===== src/rtl/inst_seq_pkg.sv =====
// Shared types, opcode class constants and the operand-count helper for the
// instruction sequence decoder.
package inst_seq_pkg;

  // Decoder phases: waiting for an opcode, collecting operand words, holding
  // a complete instruction for the execute stage.
  typedef enum logic [1:0] {
    S_OP    = 2'd0,
    S_ARG   = 2'd1,
    S_ISSUE = 2'd2
  } state_e;

  // Opcode class boundaries (4-bit opcode space, all 16 codes legal).
  localparam logic [3:0] OPC_LD        = 4'h0;
  localparam logic [3:0] OPC_STR       = 4'h1;
  localparam logic [3:0] OPC_SEI       = 4'h2;
  localparam logic [3:0] OPC_SML       = 4'h3;
  localparam logic [3:0] OPC_JMP_FIRST = 4'h4;
  localparam logic [3:0] OPC_JMP_LAST  = 4'h6;
  localparam logic [3:0] OPC_LDD       = 4'h7;
  localparam logic [3:0] OPC_ARI_FIRST = 4'h8;
  localparam logic [3:0] OPC_ARI_LAST  = 4'hB;
  localparam logic [3:0] OPC_LOG_FIRST = 4'hC;
  localparam logic [3:0] OPC_LOG_LAST  = 4'hE;
  localparam logic [3:0] OPC_SMH       = 4'hF;

  // Operand word counts are 0..4, so three bits cover the counter.
  localparam int CNTW = 3;

  // One bit per instruction class, in port order.
  typedef struct packed {
    logic ld;
    logic str;
    logic sei;
    logic sml;
    logic jmp;
    logic ldd;
    logic ari;
    logic w_car;
    logic log_op;
    logic smh;
  } class_flags_t;

  // Number of operand words that follow a given opcode.
  function automatic logic [CNTW-1:0] op_words(input logic [3:0] opc,
                                                input int jmp_words,
                                                input int ldd_words);
    op_words = '0;
    if (opc >= OPC_JMP_FIRST && opc <= OPC_JMP_LAST) begin
      op_words = CNTW'(jmp_words);
    end else if (opc == OPC_LDD) begin
      op_words = CNTW'(ldd_words);
    end
  endfunction

endpackage


===== src/rtl/inst_class_dec.sv =====
// Pure combinational opcode-to-class decode. Gating by issue-valid is done
// by the caller so this block stays a plain lookup.
module inst_class_dec
  import inst_seq_pkg::*;
(
  input  logic [3:0]   opc_i,
  output class_flags_t flags_o
);

  // Map each opcode onto its class flag(s).
  always_comb begin
    flags_o = '0;
    if (opc_i == OPC_LD) begin
      flags_o.ld     = 1'b1;
      flags_o.log_op = 1'b1;
    end
    if (opc_i == OPC_STR) flags_o.str = 1'b1;
    if (opc_i == OPC_SEI) flags_o.sei = 1'b1;
    if (opc_i == OPC_SML) flags_o.sml = 1'b1;
    if (opc_i >= OPC_JMP_FIRST && opc_i <= OPC_JMP_LAST) flags_o.jmp = 1'b1;
    if (opc_i == OPC_LDD) flags_o.ldd = 1'b1;
    if (opc_i >= OPC_ARI_FIRST && opc_i <= OPC_ARI_LAST) begin
      flags_o.ari   = 1'b1;
      flags_o.w_car = opc_i[1];
    end
    if (opc_i >= OPC_LOG_FIRST && opc_i <= OPC_LOG_LAST) flags_o.log_op = 1'b1;
    if (opc_i == OPC_SMH) flags_o.smh = 1'b1;
  end

endmodule


===== src/rtl/inst_seq_dec.sv =====
// Instruction sequence decoder: takes an opcode word followed by 0..4 operand
// words from the fetch stream, assembles them, and holds the decoded
// instruction until the execute stage takes it.
//
// Handshakes: a word moves on IN_* only in a cycle where IN_VALID and
// IN_READY are both 1; an instruction moves on ISSUE_* only in a cycle where
// ISSUE_VALID and ISSUE_READY are both 1. IN_READY may depend combinationally
// on ISSUE_READY and FLUSH (so a new opcode can replace an issuing one with no
// bubble); ISSUE_VALID is purely registered.
module inst_seq_dec
  import inst_seq_pkg::*;
#(
  parameter  int DW        = 4,
  parameter  int JMP_WORDS = 2,
  parameter  int LDD_WORDS = 1,
  localparam int MAXW_JL   = (JMP_WORDS > LDD_WORDS) ? JMP_WORDS : LDD_WORDS,
  localparam int MAXW      = (MAXW_JL > 1) ? MAXW_JL : 1,
  localparam int ARGW      = DW * MAXW,
  localparam int SUBW      = (DW > 4) ? (DW - 4) : 1
) (
  input  logic            CLK,
  input  logic            RST,
  input  logic            IN_VALID,
  output logic            IN_READY,
  input  logic [DW-1:0]   IN_DATA,
  input  logic            FLUSH,
  output logic            ISSUE_VALID,
  input  logic            ISSUE_READY,
  output logic [3:0]      OPC,
  output logic [SUBW-1:0] SUB,
  output logic [ARGW-1:0] ARG,
  output logic            LD,
  output logic            STR,
  output logic            SEI,
  output logic            SML,
  output logic            JMP,
  output logic            LDD,
  output logic            ARI,
  output logic            W_CAR,
  output logic            LOG,
  output logic            SMH
);

  state_e            state_q, state_d;
  logic [CNTW-1:0]   cnt_q, cnt_d;
  logic [3:0]        opc_q, opc_d;
  logic [SUBW-1:0]   sub_q, sub_d;
  logic [ARGW-1:0]   arg_q, arg_d;

  logic [SUBW-1:0]   in_sub;
  logic [CNTW-1:0]   n_new;
  logic [CNTW-1:0]   n_cur;
  logic              in_ready;
  logic              xfer;
  logic              issue_valid;
  class_flags_t      flags_raw;
  class_flags_t      flags;

  // The sub-field only exists for words wider than the opcode.
  if (DW > 4) begin : g_sub
    assign in_sub = IN_DATA[DW-1:4];
  end else begin : g_nosub
    assign in_sub = '0;
  end

  assign n_new = op_words(IN_DATA[3:0], JMP_WORDS, LDD_WORDS);
  assign n_cur = op_words(opc_q, JMP_WORDS, LDD_WORDS);

  // Reset forces IN_READY low even though the state already reads S_OP.
  assign in_ready    = RST && !FLUSH && ((state_q != S_ISSUE) || ISSUE_READY);
  assign xfer        = IN_VALID && in_ready;
  assign issue_valid = (state_q == S_ISSUE);

  // Next-state and datapath update; FLUSH overrides everything but keeps the
  // last opcode/sub-field/operands visible.
  always_comb begin
    logic load_op;
    state_d = state_q;
    cnt_d   = cnt_q;
    opc_d   = opc_q;
    sub_d   = sub_q;
    arg_d   = arg_q;
    load_op = 1'b0;

    if (FLUSH) begin
      state_d = S_OP;
      cnt_d   = '0;
    end else begin
      case (state_q)
        S_OP: begin
          if (xfer) load_op = 1'b1;
        end
        S_ARG: begin
          if (xfer) begin
            for (int k = 0; k < MAXW; k++) begin
              if (cnt_q == CNTW'(k)) arg_d[k*DW +: DW] = IN_DATA;
            end
            // Counter stops at N-1; leaving S_ARG is what marks completion.
            if (cnt_q == n_cur - CNTW'(1)) begin
              state_d = S_ISSUE;
            end else begin
              cnt_d = cnt_q + CNTW'(1);
            end
          end
        end
        S_ISSUE: begin
          if (ISSUE_READY) begin
            if (xfer) load_op = 1'b1;
            else      state_d = S_OP;
          end
        end
        default: state_d = S_OP;
      endcase

      if (load_op) begin
        opc_d   = IN_DATA[3:0];
        sub_d   = in_sub;
        arg_d   = '0;
        cnt_d   = '0;
        state_d = (n_new != '0) ? S_ARG : S_ISSUE;
      end
    end
  end

  // State, counter and instruction registers.
  always_ff @(posedge CLK or negedge RST) begin
    if (!RST) begin
      state_q <= S_OP;
      cnt_q   <= '0;
      opc_q   <= '0;
      sub_q   <= '0;
      arg_q   <= '0;
    end else begin
      state_q <= state_d;
      cnt_q   <= cnt_d;
      opc_q   <= opc_d;
      sub_q   <= sub_d;
      arg_q   <= arg_d;
    end
  end

  inst_class_dec u_class_dec (
    .opc_i   (opc_q),
    .flags_o (flags_raw)
  );

  assign flags = issue_valid ? flags_raw : '0;

  assign IN_READY    = in_ready;
  assign ISSUE_VALID = issue_valid;
  assign OPC         = opc_q;
  assign SUB         = sub_q;
  assign ARG         = arg_q;
  assign LD          = flags.ld;
  assign STR         = flags.str;
  assign SEI         = flags.sei;
  assign SML         = flags.sml;
  assign JMP         = flags.jmp;
  assign LDD         = flags.ldd;
  assign ARI         = flags.ari;
  assign W_CAR       = flags.w_car;
  assign LOG         = flags.log_op;
  assign SMH         = flags.smh;

endmodule

===== config.mk =====
export PLATFORM = sky130hd
export DESIGN_NAME = inst_seq_dec
export DESIGN_NICKNAME = d
export VERILOG_FILES = /design/src/rtl/inst_seq_pkg.sv /design/src/rtl/inst_class_dec.sv /design/src/rtl/inst_seq_dec.sv
export SDC_FILE = /design/constraint.sdc
export NUM_CORES = 1
export LEC_CHECK = 0
export ABC_AREA = 1
export CAP_MARGIN = 20
export CORE_MARGIN = 2
export CORE_UTILIZATION = 41
export CTS_CLUSTER_SIZE = 28
export DETAILED_ROUTE_END_ITERATION = 10
export GPL_TIMING_DRIVEN = 0
export HOLD_SLACK_MARGIN = 0.05
export PLACE_DENSITY_LB_ADDON = 0.15
export SETUP_SLACK_MARGIN = 0.15
export SLEW_MARGIN = 20
export SYNTH_ARGS = -nofsm -noshare
export SYNTH_HDL_FRONTEND = slang
export SYNTH_SLANG_ARGS = --single-unit

===== constraint.sdc =====
create_clock -name CLK -period 1.1 [get_ports CLK]
set_input_delay 0.275 -clock CLK [delete_from_list [all_inputs] [get_ports CLK]]
set_output_delay 0.275 -clock CLK [all_outputs]
set_load 0.01 [all_outputs]

After elaboration in Yosys (flattened, before gate mapping). Index checks and enable logic that the tools add are counted.

Word-level logic and storage cells: 93. Bits of input ports: 9. Output and inout bits: 25. Register bits after elaboration: 17.

Add/sub/neg operators: 2. Equal/unequal tests: 17. Bitwise logic cells: 1. Order comparisons: 8. Reduce and logical (&&, ||, !) cells: 24. Mux-type cells: 36.

Operator list (number): $mux W8 (3); $mux W2 (9); $mux W3 (6); $mux W1 (13); $mux W10 (1); $reduce_bool A3 Y1 (3); $eq A4 B2 Y1 const B (2); $eq A4 B3 Y1 const B (2); $ge A4 B3 Y1 const B (2); $ge A4 B4 Y1 const B (2); $le A4 B3 Y1 const B (2); $le A4 B4 Y1 const B (2); $mux W4 (2); $ne A4 B3 Y1 const B (2); $ne A4 B4 Y1 const B (2); $reduce_and A4 Y1 (2); $reduce_bool A2 Y1 (4); $logic_and A1 B1 Y1 (7); $pmux W2 S3 (1); $reduce_and A5 Y1 (1); $eq A4 B1 Y1 const B (1); $eq A4 B4 Y1 const B (1); $logic_not A4 Y1 (1); $add A3 B1 Y3 const B (1); other kinds (16) (16).

Depth between registers and ports, before layout.
Word-level depth: 10. Depth in mapped cells: 10. Depth with buffers taken out: 10.

Hierarchy. A second synthesis with hierarchy kept.

Cell total of the unflattened synthesis: 170. Area, all modules: 1137.3 µm².

Modules (own cells, without submodules): inst_seq_dec (sequential area each 425.4 µm², area each 1044.8 µm², cells each 146, times used 1); inst_class_dec (sequential area each 0.0 µm², area each 92.6 µm², cells each 24, times used 1).

Least setup slack after synthesis. No wires, ideal clock.

Path type: register to output. From: reg state_q[1]. To: out W_CAR. Buffers on the path: 0. Cell stages (with the launch flop): 5. Arrival: 1.094 ns. Required time: 0.825 ns. Setup slack: -0.269 ns. Path through: dfrtp_1 -> inv_2 -> nor2_4 -> inv_1 -> nor4_1.

Longest elaborated chain between the ends: 2.

Ends and longest elaborated chain: start, declared (line inst_seq_dec.sv:44) `state_e state_q, state_d;`; start signal, assigned (line inst_seq_dec.sv:134) `state_q <= state_d;`; $eq A2 B2 Y1 (line inst_seq_dec.sv:72) `assign issue_valid = (state_q == S_ISSUE);`; named net ISSUE_VALID (line inst_seq_dec.sv:27) `output logic ISSUE_VALID,`; $mux W10 (line inst_seq_dec.sv:147) `assign flags = issue_valid ? flags_raw : '0;`; end, declared (line inst_seq_dec.sv:39) `output logic W_CAR,`.

The timed path passes the listed nets, and every way through them passes these cells.

Worst setup path in the final report.
From: reg state_q[0]. To: out ARI.

Longest elaborated chain between the ends: 2.

Ends and longest elaborated chain: $eq A2 B2 Y1 (line inst_seq_dec.sv:72); $mux W10 (line inst_seq_dec.sv:147); end, declared (line inst_seq_dec.sv:38) `output logic ARI,`.

Every way passes these cells.

==> flow_metrics.py <==
metrics = {
    "outcome": {
        "outcome": "finished, violations left",
        "violations": "negative hold slack, negative setup slack",
    },
    "logic_synthesis": {
        "synth_top_family_by_area": "simple AND/OR/NAND/NOR gates",
        "synth_edf_count": 0,
        "ys_seq_area_share_pct": 40.1,
        "synth_seq_cells": 17,
        "netlist_area_um2": 1060,
        "synth-main-ff-cell": "dfrtp_1",
        "async_flop_share_pct": 100,
        "synth.area.mux_share_pct": 0,
        "synth_top_area_share_pct": 40.1,
        "synthSimpleGateAreaFrac_pct": 37.7,
        "synthesis.nets": 155,
        "synth_xor_xnor_area_share_pct": 0.825,
        "syn_avg_cell_area_um2": 7.42,
        "synthAdderAreaFrac_pct": 3.54,
        "netlist_instances": 143,
        "synth_top_area_cell": "dfrtp_1",
        "synth_common_cells": "44 x nand2_1, 17 x dfrtp_1, 15 x inv_1",
        "yosysMostFrequentCell": "nand2_1",
        "yosys.cell_types.count": 23,
        "synth_compound_area_share_pct": 8.25,
        "synth_area_leaders": "dfrtp_1 40%, nand2_1 16%, o21ai_0 5.7%",
        "synth_warnings": 0,
    },
    "placed_design": {
        "dpl.hpwl_um": 1900,
        "pre_cts_ws_ns": -1.53,
        "place_congestion": 0.795,
        "dpl-instance-area_um2": 1480,
        "port_buffers": 32,
    },
    "routing": {
        "wl_met3_um": 153,
        "top_layer_used": "met4",
        "drc": 0,
        "wl_um": 3240,
        "met2_length_um": 1710,
        "ant_nets": 0,
        "drt_pass1_iterations": 4,
        "drt_iter0_markers": 22,
        "wl_per_cell_um": 13.7,
        "vias": 1182,
        "wl_met1_um": 1350,
        "vias_per_cell": 4.99,
    },
    "global_routing": {
        "grtUsageTotal_pct": 20.5,
        "antenna_found_initial": 0,
        "grt_max_degree": 19,
        "grt_pass1_vias": 996,
        "grt_pass1_wl_um": 4440,
        "overflow": 0,
    },
    "floorplan": {
        "fp.dieArea_um2": 3010,
        "ios": 34,
        "num_rows": 18,
        "die_w_um": 54.9,
        "design.core.area_um2": 2450,
        "die_h_um": 54.9,
        "start_util_pct": 43.2,
    },
    "finish": {
        "seq_area_um2": 429,
        "fill_cells": 158,
        "antenna_cells": 0,
        "multi_input_comb_area_um2": 786,
        "finalInstanceArea_um2": 1890,
        "area_growth_syn_to_layout_pct": 78.2,
        "drive_above_1_share_pct": 58.9,
        "fin_util_pct": 77.0,
        "nets": 220,
    },
    "pwr": {
        "totalPowerFinal_w": 0.00328,
        "irDropWorstVdd_uv": 1730,
        "power.density_nw_per_um2": 1740,
        "p_leak_nw": 0.956,
    },
    "run": {
        "drv_cap": 0,
    },
    "timing": {
        "setup_ws_ns": -0.543,
        "finClkSkew_ns": 0.0114,
        "hold_viol": 17,
        "whs_ns": -0.142,
        "rsz0062_at_grt": "true",
        "finalSetupViolCount": 35,
        "max_freq_mhz": 609,
        "report.final.slew_viol_count": 0,
        "period_share_pct": 149,
        "period_needed_ns": 1.64,
    },
    "clock_network": {
        "cts_inserted_buffers": 3,
        "clk-insertion-delay-late_ns": 0.29,
        "tritoncts": "done",
        "htree_levels": 1,
        "root_buffer": "clkbuf_4",
        "clkSlewWorstSetupHoldPaths_ns": 0.11,
        "cts.sinks": 17,
        "clockBufferDepth": 2,
    },
    "worst_setup_path": {
        "reg2reg_to": "ARG[5]",
        "reg2reg_depth": 11,
        "path_max_fanout": 5,
        "reg2reg_slack_ns": -0.36,
        "crit_type": "reg2out",
        "endpoint_kind": "primary output",
        "cp-start-kind": "register",
        "reg2reg_from": "state_q[0]",
        "crit_required_ns": 0.82,
        "crit_arrival_ns": 1.37,
    },
    "min_path": {
        "hold_class": "in2async",
    },
}
==> worst max-delay path, cell delays in order, from the launching register on <==
cell and delay [ns]:
dfrtp_1 0.42, nor2_4 0.18, inv_2 0.11, nor3_2 0.12, clkdlybuf4s15_2 0.24
==> registers in the layout, summed over array words and instances (netlist names) <==
signal   flops
state_q      2
cnt_q        3
OPC          4
ARG          8
==> per-layer routing <==
layer	track usage [%]	vias up
li1	-	578
met5	0	-
met2	35.9	36
met1	27.0	563
met4	5.00	0
met3	1.64	5
==> repair_timing <==
item / 4_1_cts / 5_1_grt
gates resized for setup: 146 / 34
gates cloned: 1 / 0
endpoints found under the setup margin: 58 / 41
setup buffers: 17 / 10
pin swaps: 14 / 18
hold endpoints to repair: 17 / 17
==> cell families (layout without fill, tap and decap cells) <==
group | Yosys count | after routing
compound gates | 16 | 16
xor+xnor | 1 | 1
fa+ha+maj | 3 | 3
buf+inv | 23 | 87
flops | 17 | 17
other cells | 1 | 1
simple gates | 82 | 82
==> through the flow <==
stage               std cells  setup TNS [ns]
floorplan                 143           -2.27
global placement          205          -33.28
detailed placement        205          -33.63
CTS                       227           -9.38
global route              237          -13.59
finish                    237          -11.75
==> cell type report <==
class / instances / area share (%)
Inverter: 21 / 5.23
Clock buffer: 3 / 1.19
Clock inverter: 1 / 0.265
Timing Repair Buffer: 60 / 26.1
Sequential cell: 17 / 22.7
Multi-Input combinational cell: 103 / 41.6
Buffer: 2 / 0.993
Tap cell: 30 / 1.99
==> worst max-delay path by stage <==
stage / slack (ns) / endpoint / start
2_1_floorplan: -0.11 / LOG / OPC[2]
3_3_place_gp: -1.53 / IN_READY / RST
3_5_place_dp: -1.53 / IN_READY / RST
4_1_cts: -0.51 / SEI / state_q[1]
5_1_grt: -0.60 / LDD / OPC[3]
6_report: -0.54 / ARI / state_q[0]
==> power by group <==
group          internal [W]  switching (W)
sequential         0.000829       0.000177
combinational      0.000946       0.000991
clock              0.000135       0.000206
total               0.00191        0.00137
==> placed cells by master, fill, tap and decap left out, types with 3 or more instances in the layout <==
master            n
nand2_2          13
nand2_1          27
inv_1            10
nand4_1           4
clkdlybuf4s50_1   7
o21ai_2           4
nor3_2            4
dfrtp_1          14
nor2_1            5
nand3_2           3
buf_4            18
inv_4             3
nor2_4            6
ha_1              3
clkbuf_4          4
inv_2             6
o21ai_1           8
nand2_4           8
buf_6            17
buf_2            17
nand2_8           4
dfrtp_2           3
Power figures use the tool's default switching activity.
